==> config.mk <==
export PLATFORM = sky130hd
export DESIGN_NAME = wb_retire_buf
export DESIGN_NICKNAME = d
export VERILOG_FILES = /design/src/rtl/wb_retire_buf_pkg.sv /design/src/rtl/wb_entry_fifo.sv /design/src/rtl/wb_retire_buf.sv
export SDC_FILE = /design/constraint.sdc
export NUM_CORES = 1
export LEC_CHECK = 0
export ABC_CLOCK_PERIOD_IN_PS = 15100
export BUFFER_PORTS_ARGS = -buffer_cell sky130_fd_sc_hd__buf_2
export CORE_AREA = 2 2 170 172
export DETAILED_ROUTE_END_ITERATION = 12
export DIE_AREA = 0 0 172 174
export PLACE_DENSITY = 0.72
export RECOVER_POWER = 25
export REMOVE_ABC_BUFFERS = 1
export SYNTH_ARGS = -nofsm -noshare
export SYNTH_HDL_FRONTEND = slang
export SYNTH_SLANG_ARGS = --single-unit
export TNS_END_PERCENT = 30
==> constraint.sdc <==
create_clock -name clk -period 15.1 [get_ports clk]
set_clock_uncertainty 0.1 [all_clocks]
set_input_delay 1.51 -clock clk [delete_from_list [all_inputs] [get_ports clk]]
set_output_delay 1.51 -clock clk [all_outputs]
set_load 0.1 [all_outputs]
==> src/rtl/wb_retire_buf_pkg.sv <==
`default_nettype none
// ============================================================================
//  Module      : wb_retire_buf_pkg
//  Description : Shared definitions for the write-back retire buffer:
//                exception codes, exception flag bit positions and the
//                fixed-width control part of a buffered entry.
//  Revision    : 1.0 - initial release
// ============================================================================
package wb_retire_buf_pkg;

    localparam int CSR_NUM_W  = 14;
    localparam int EX_W       = 3;
    localparam int ECODE_W    = 6;
    localparam int ESUBCODE_W = 9;

    // Bit positions inside the {ine, brk, sys} exception flag vector
    localparam int EX_SYS = 0;
    localparam int EX_BRK = 1;
    localparam int EX_INE = 2;

    localparam logic [ECODE_W-1:0] ECODE_SYS = 6'h0B;
    localparam logic [ECODE_W-1:0] ECODE_BRK = 6'h0C;
    localparam logic [ECODE_W-1:0] ECODE_INE = 6'h0D;

    // Control fields of one entry; the data-width-dependent fields
    // (pc, result, csr mask/value, dest) are concatenated around this
    // in the top level because they depend on module parameters.
    typedef struct packed {
        logic                 gr_we;
        logic                 csr_re;
        logic                 csr_we;
        logic                 ertn;
        logic [EX_W-1:0]      ex;
        logic [CSR_NUM_W-1:0] csr_num;
    } entry_ctrl_t;

endpackage
`default_nettype wire

==> src/rtl/wb_entry_fifo.sv <==
`default_nettype none
// ============================================================================
//  Module      : wb_entry_fifo
//  Description : Parametrised circular buffer with push, pop, clear and an
//                occupancy count. The head entry is visible combinationally
//                on rdata. Payload storage carries no reset.
//  Ports       : clk, resetn (async, active low)
//                push/wdata   - write at tail
//                pop          - advance head
//                clear        - empty the buffer; a coincident push is dropped
//                rdata        - head entry
//                occupancy    - number of valid entries
//  Revision    : 1.0 - initial release
// ============================================================================
module wb_entry_fifo #(
    parameter int WIDTH = 8,
    parameter int DEPTH = 2
) (
    input  logic                     clk,
    input  logic                     resetn,
    input  logic                     push,
    input  logic                     pop,
    input  logic                     clear,
    input  logic [WIDTH-1:0]         wdata,
    output logic [WIDTH-1:0]         rdata,
    output logic [$clog2(DEPTH):0]   occupancy
);

    localparam int PTR_W = $clog2(DEPTH);
    localparam int CNT_W = PTR_W + 1;

    logic [PTR_W-1:0] head_q, head_d;
    logic [PTR_W-1:0] tail_q, tail_d;
    logic [CNT_W-1:0] occ_q,  occ_d;
    logic             wr_en;

    logic [WIDTH-1:0] mem_q [DEPTH];

    always_comb begin
        head_d = head_q;
        tail_d = tail_q;
        occ_d  = occ_q;
        wr_en  = push && !clear;
        if (clear) begin
            // Collapse to empty by moving head onto the current tail
            head_d = tail_q;
            occ_d  = '0;
        end else begin
            if (push) tail_d = tail_q + PTR_W'(1);
            if (pop)  head_d = head_q + PTR_W'(1);
            case ({push, pop})
                2'b10:   occ_d = occ_q + CNT_W'(1);
                2'b01:   occ_d = occ_q - CNT_W'(1);
                default: occ_d = occ_q;
            endcase
        end
    end

    always_ff @(posedge clk or negedge resetn) begin
        if (!resetn) begin
            head_q <= '0;
            tail_q <= '0;
            occ_q  <= '0;
        end else begin
            head_q <= head_d;
            tail_q <= tail_d;
            occ_q  <= occ_d;
        end
    end

    always_ff @(posedge clk) begin
        if (wr_en) mem_q[tail_q] <= wdata;
    end

    assign rdata     = mem_q[head_q];
    assign occupancy = occ_q;

endmodule
`default_nettype wire

==> src/rtl/wb_retire_buf.sv <==
`default_nettype none
// ============================================================================
//  Module      : wb_retire_buf
//  Description : Write-back retire buffer. Queues MEM-stage results and
//                retires the oldest one per unstalled cycle, driving GPR,
//                CSR, exception and debug outputs straight from the head.
//                An excepting or ertn head flushes every younger entry.
//  Ports       : clk, resetn (async, active low)
//                in_*          - incoming entry, handshake in_valid/in_allowin
//                rf_stall      - hold retirement
//                csr_*         - CSR read/write port (csr_rvalue returns data)
//                rf_*          - GPR write port
//                wb_*, ertn_flush - exception / return signalling
//                occupancy     - valid entry count
//                debug_wb_*    - retired-instruction trace
//  Revision    : 1.0 - initial release
// ============================================================================
module wb_retire_buf
    import wb_retire_buf_pkg::*;
#(
    parameter int DATA_W = 32,
    parameter int REG_AW = 5,
    parameter int DEPTH  = 2
) (
    input  logic                   clk,
    input  logic                   resetn,
    input  logic                   in_valid,
    output logic                   in_allowin,
    input  logic [DATA_W-1:0]      in_pc,
    input  logic                   in_gr_we,
    input  logic [REG_AW-1:0]      in_dest,
    input  logic [DATA_W-1:0]      in_result,
    input  logic                   in_csr_re,
    input  logic                   in_csr_we,
    input  logic [13:0]            in_csr_num,
    input  logic [DATA_W-1:0]      in_csr_wmask,
    input  logic [DATA_W-1:0]      in_csr_wvalue,
    input  logic [2:0]             in_ex,
    input  logic                   in_ertn,
    input  logic                   rf_stall,
    output logic                   csr_re,
    output logic [13:0]            csr_num,
    input  logic [DATA_W-1:0]      csr_rvalue,
    output logic                   csr_we,
    output logic [DATA_W-1:0]      csr_wmask,
    output logic [DATA_W-1:0]      csr_wvalue,
    output logic                   rf_we,
    output logic [REG_AW-1:0]      rf_waddr,
    output logic [DATA_W-1:0]      rf_wdata,
    output logic                   wb_ex,
    output logic                   ertn_flush,
    output logic [DATA_W-1:0]      wb_pc,
    output logic [5:0]             wb_ecode,
    output logic [8:0]             wb_esubcode,
    output logic [$clog2(DEPTH):0] occupancy,
    output logic [31:0]            debug_wb_pc,
    output logic [3:0]             debug_wb_rf_we,
    output logic [4:0]             debug_wb_rf_wnum,
    output logic [31:0]            debug_wb_rf_wdata
);

    localparam int CNT_W    = $clog2(DEPTH) + 1;
    localparam int CTRL_W   = $bits(entry_ctrl_t);
    localparam int ENTRY_W  = 4 * DATA_W + REG_AW + CTRL_W;
    // Widen-then-slice gives zero-extension or truncation onto the
    // fixed-width debug ports for any DATA_W / REG_AW.
    localparam int DBG_DW   = (DATA_W > 32) ? DATA_W : 32;
    localparam int DBG_AW   = (REG_AW > 5)  ? REG_AW : 5;

    entry_ctrl_t        in_ctrl;
    entry_ctrl_t        head_ctrl;
    logic [ENTRY_W-1:0] push_entry;
    logic [ENTRY_W-1:0] head_entry;
    logic [DATA_W-1:0]  head_pc;
    logic [DATA_W-1:0]  head_result;
    logic [DATA_W-1:0]  head_wmask;
    logic [DATA_W-1:0]  head_wvalue;
    logic [REG_AW-1:0]  head_dest;

    logic               retire;
    logic               head_exc;
    logic               flush;
    logic               push;
    logic [DBG_DW-1:0]  dbg_pc_ext;
    logic [DBG_DW-1:0]  dbg_wdata_ext;
    logic [DBG_AW-1:0]  dbg_wnum_ext;

    always_comb begin
        in_ctrl         = '0;
        in_ctrl.gr_we   = in_gr_we;
        in_ctrl.csr_re  = in_csr_re;
        in_ctrl.csr_we  = in_csr_we;
        in_ctrl.ertn    = in_ertn;
        in_ctrl.ex      = in_ex;
        in_ctrl.csr_num = in_csr_num;
    end

    assign push_entry = {in_pc, in_result, in_csr_wmask, in_csr_wvalue, in_dest, in_ctrl};
    assign {head_pc, head_result, head_wmask, head_wvalue, head_dest, head_ctrl} = head_entry;

    assign retire     = (occupancy != '0) && !rf_stall;
    assign in_allowin = (occupancy != CNT_W'(DEPTH)) || retire;
    assign push       = in_valid && in_allowin;
    assign head_exc   = |head_ctrl.ex;
    assign flush      = wb_ex || ertn_flush;

    wb_entry_fifo #(
        .WIDTH (ENTRY_W),
        .DEPTH (DEPTH)
    ) u_fifo (
        .clk       (clk),
        .resetn    (resetn),
        .push      (push),
        .pop       (retire),
        .clear     (flush),
        .wdata     (push_entry),
        .rdata     (head_entry),
        .occupancy (occupancy)
    );

    always_comb begin
        rf_we       = retire && head_ctrl.gr_we  && !head_exc;
        csr_re      = retire && head_ctrl.csr_re && !head_exc;
        csr_we      = retire && head_ctrl.csr_we && !head_exc;
        wb_ex       = retire && head_exc;
        ertn_flush  = retire && head_ctrl.ertn && !head_exc;
        csr_num     = head_ctrl.csr_num;
        csr_wmask   = head_wmask;
        csr_wvalue  = head_wvalue;
        rf_waddr    = head_dest;
        rf_wdata    = head_ctrl.csr_re ? csr_rvalue : head_result;
        wb_pc       = head_pc;
        wb_esubcode = '0;
        wb_ecode    = '0;
        if (wb_ex) begin
            if (head_ctrl.ex[EX_SYS])      wb_ecode = ECODE_SYS;
            else if (head_ctrl.ex[EX_BRK]) wb_ecode = ECODE_BRK;
            else                           wb_ecode = ECODE_INE;
        end
    end

    assign dbg_pc_ext        = DBG_DW'(head_pc);
    assign dbg_wdata_ext     = DBG_DW'(rf_wdata);
    assign dbg_wnum_ext      = DBG_AW'(head_dest);
    assign debug_wb_pc       = dbg_pc_ext[31:0];
    assign debug_wb_rf_wdata = dbg_wdata_ext[31:0];
    assign debug_wb_rf_wnum  = dbg_wnum_ext[4:0];
    assign debug_wb_rf_we    = {4{rf_we}};

endmodule
`default_nettype wire

==> results_tabular.tex <==
\begin{tabular}{lr}
\hline
Metric & Value \\
\hline
\multicolumn{2}{l}{\textbf{Worst hold path}} \\
\quad Min-delay worst type & flop to flop \\
\quad Hold Path Depth & 1 \\
\multicolumn{2}{l}{\textbf{Detailed routing}} \\
\quad Antenna Nets Post-Route & 0 \\
\quad Number of search-and-repair iterations in the first detailed-routing pass & 4 \\
\quad Final wirelength & 25,800 µm \\
\quad Number of remaining DRC errors & 0 \\
\quad Number of vias after detailed routing & 6,918 \\
\quad Via count normalized by instance count & 4.77 \\
\quad Starting DRT DRC Count & 339 \\
\quad Wire per inst & 17.8 µm \\
\multicolumn{2}{l}{\textbf{Clock tree}} \\
\quad Hold Buf Count CTS & 0 \\
\quad Number of instances resized during post-cts repair & 0 \\
\quad Clk slew on worst S/H paths & 0.06 ns \\
\quad Cell at the root of the clock tree & sky130\_fd\_sc\_hd\_\_clkbuf\_16 \\
\quad Maximum clock path buffer count & 3 \\
\quad CTS tree & yes \\
\quad Count of H-tree levels built during CTS & 1 \\
\quad Clock Latency Late Sink & 0.54 ns \\
\quad Post-CTS setup repair buffer count & 0 \\
\quad CTS buffer count & 30 \\
\quad Sinks on Clock Net & 312 \\
\multicolumn{2}{l}{\textbf{STA}} \\
\quad Slew Limit Headroom & 0.306 \\
\quad Unrepaired setup endpoints after global routing & false \\
\quad Final count of negative-setup-slack endpoints & 0 \\
\quad Max-slew violation total from the final report & 0 \\
\quad Worst-margin pin slew & 1.04 ns \\
\quad Number of endpoints with negative hold slack in the final report & 0 \\
\quad Hold slack & 0.438 ns \\
\quad Final Cycle Share & 0.311 \\
\quad Peak clock frequency supported by timing & 213 MHz \\
\quad Minimum clock period after layout & 4.69 ns \\
\multicolumn{2}{l}{\textbf{Yosys}} \\
\quad Synthesized-area fraction occupied by xor and xnor cells & 0.00142 \\
\quad Dominant cells by area after synthesis & sky130\_fd\_sc\_hd\_\_edfxtp\_1 75\%, sky130\_fd\_sc\_hd\_\_mux2\_2 10\%, sky130\_fd\_sc\_hd\_\_buf\_4 5.5\% \\
\quad Largest area contributor in the netlist & sky130\_fd\_sc\_hd\_\_edfxtp\_1 \\
\quad Largest family of logic cells by synthesized area & multiplexers \\
\quad Most repeated cell in the gate-level netlist after synthesis & sky130\_fd\_sc\_hd\_\_edfxtp\_1 \\
\quad Synthesized-area fraction occupied by adder cells & 0 \\
\quad Cell area after synthesis & 12,400 µm² \\
\quad Fraction of registers with async set or reset after synthesis & 0.0128 \\
\quad Number of cells produced by synthesis & 680 \\
\quad Yosys reg bits & 312 \\
\quad Yosys top cell area share & 0.748 \\
\quad Cell types with the highest counts after synthesis & 308 x sky130\_fd\_sc\_hd\_\_edfxtp\_1, 115 x sky130\_fd\_sc\_hd\_\_mux2\_2, 90 x sky130\_fd\_sc\_hd\_\_buf\_4 \\
\quad Count of cell types in the netlist & 30 \\
\quad Top flip-flop cell by instance count after synthesis & sky130\_fd\_sc\_hd\_\_edfxtp\_1 \\
\quad Simple logic cell fraction of the synthesized area & 0.0236 \\
\quad Share of synthesized area occupied by flip-flops and latches & 0.756 \\
\quad Warnings from Yosys & 0 \\
\quad Avg Cell Area, Syn & 18.2 µm² \\
\quad Multiplexer area fraction after synthesis & 0.135 \\
\quad EDFF count, synth & 308 \\
\quad Synth Area in Compound Gates & 0.0180 \\
\multicolumn{2}{l}{\textbf{Critical path}} \\
\quad Crit Path Class & flop to output port \\
\quad Crit path cell chain & buf\_4 -> mux2i\_1 -> a21oi\_1 -> buf\_2 \\
\quad Element type at the critical path end & output port \\
\quad Critical Path Source Type & flop \\
\quad CP max-delay cell & sky130\_fd\_sc\_hd\_\_buf\_4 \\
\quad Worst Path Required & 13.49 ns \\
\quad Crit-path max cell delay & 0.82 ns \\
\quad Endpoint arrival time on the critical path & 3.08 ns \\
\quad Critical path fanouts, max & 72 \\
\quad Count of cells along the worst register-to-register path & 6 \\
\multicolumn{2}{l}{\textbf{Floorplan}} \\
\quad Starting Density & 0.438 \\
\quad Number of top-level design ports & 433 \\
\quad Rows & 62 \\
\quad Die outline area & 29,900 µm² \\
\quad Die outline height & 174 µm \\
\quad Floorplan core area & 28,200 µm² \\
\quad Die width & 172 µm \\
\multicolumn{2}{l}{\textbf{Global routing}} \\
\quad Maximum number of pins on one net before global-route repair & 155 \\
\quad Wire length of the first global-routing pass & 36,900 µm \\
\quad Total grt overflow & 0 \\
\quad Number of global-route vias before repair & 6,796 \\
\quad Overall global routing resource usage & 0.160 \\
\quad Antenna violations before repair & 5 \\
\multicolumn{2}{l}{\textbf{Final layout}} \\
\quad Synth-to-Final Area Change & 22.7\% \\
\quad Number of nets in the finished design & 1,229 \\
\quad Share of post-route cells with drive strength above 1 & 0.524 \\
\multicolumn{2}{l}{\textbf{Placement}} \\
\quad Global placement routability congestion & 0.737 \\
\quad Number of buffers inserted by port buffering & 421 \\
\quad Half-perimeter wire length of the detailed placement result & 17,400 µm \\
\multicolumn{2}{l}{\textbf{Flow run}} \\
\quad Max capacitance violation total & 0 \\
\multicolumn{2}{l}{\textbf{Outcome}} \\
\quad Run status & finished clean \\
\hline
\end{tabular}
## flip-flops by register name (all words and copies together), names as in the netlist
signal,count
u_fifo.tail_q,1
u_fifo.head_q,1
u_fifo.occupancy,2
u_fifo.mem_q,308
## routing by layer
layer,vias up,share of wire,track usage
met5,-,0.00081,0
met4,4,0.022,0.0459
met3,46,0.076,0.0355
met2,317,0.52,0.297
met1,3345,0.38,0.184
li1,3206,-,-
## through the flow
stage | std cells | worst slack, ns | util | setup TNS (ns) | instance area [µm²]
after detailed placement | 1391 | 10.43 | 0.506 | 0 | 14300
after global routing | 1450 | 10.21 | 0.538 | 0 | 15200
after CTS | 1447 | 10.34 | 0.539 | 0 | 15200
after global placement | 1391 | 10.43 | 0.506 | 0 | 14300
final | 1451 | 10.41 | 0.538 | 0 | 15200
after floorplan | 579 | -1.01 | - | -155.20 | 11600
## worst paths after layout
kind | startpoint | to | slack [ns]
worst min register to register | u_fifo.tail_q | u_fifo.tail_q | 0.44
worst max register to register | u_fifo.head_q | u_fifo.mem_q[1][108] | 10.96
max in group asynchronous | resetn | u_fifo.head_q | 13.99
worst min-delay path | u_fifo.tail_q | u_fifo.tail_q | 0.44
worst max-delay path | u_fifo.head_q | debug_wb_rf_wdata[9] | 10.41
min in group asynchronous | resetn | u_fifo.tail_q | 0.69
## layout by cell type, fill, tap and decap left out, types with 4 or more instances in the layout
master,n
sky130_fd_sc_hd__a21oi_1,35
sky130_fd_sc_hd__mux2_2,115
sky130_fd_sc_hd__conb_1,11
sky130_fd_sc_hd__edfxtp_1,308
sky130_fd_sc_hd__diode_2,4
sky130_fd_sc_hd__buf_2,382
sky130_fd_sc_hd__nor2_1,42
sky130_fd_sc_hd__clkbuf_16,31
sky130_fd_sc_hd__clkbuf_1,40
sky130_fd_sc_hd__clkinv_2,10
sky130_fd_sc_hd__buf_4,6
sky130_fd_sc_hd__clkinv_1,10
sky130_fd_sc_hd__mux2i_1,37
## kinds of logic after synthesis
kind of cell    count (synthesis)
flops                         312
simple gates                   59
other cells                     1
buf+inv                       113
mux                           153
compound gates                 40
xor+xnor                        2
## worst max-delay path: cells and delay by family, from the launching register on
| kind | cells | cell delay [ns] |
|---|---|---|
| buffers and inverters | 2 | 1.30 |
| DFF | 1 | 0.69 |
| AOI/OAI and AO/OA | 1 | 0.29 |
| muxes | 1 | 0.21 |
## final cells by class
class | count | area, µm²
flip-flops and latches | 312 | 9350
diodes | 4 | 10.0
repair buffers | 428 | 2120
well taps | 384 | 480
clock buffers | 33 | 783
multi-input cells | 265 | 2270
clock inverters | 23 | 156
inverters | 2 | 7.51
fillers | 2372 | 13100
Power is not shown: default switching activity piles up to over one toggle a cycle in this logic, so the estimate is an artifact.
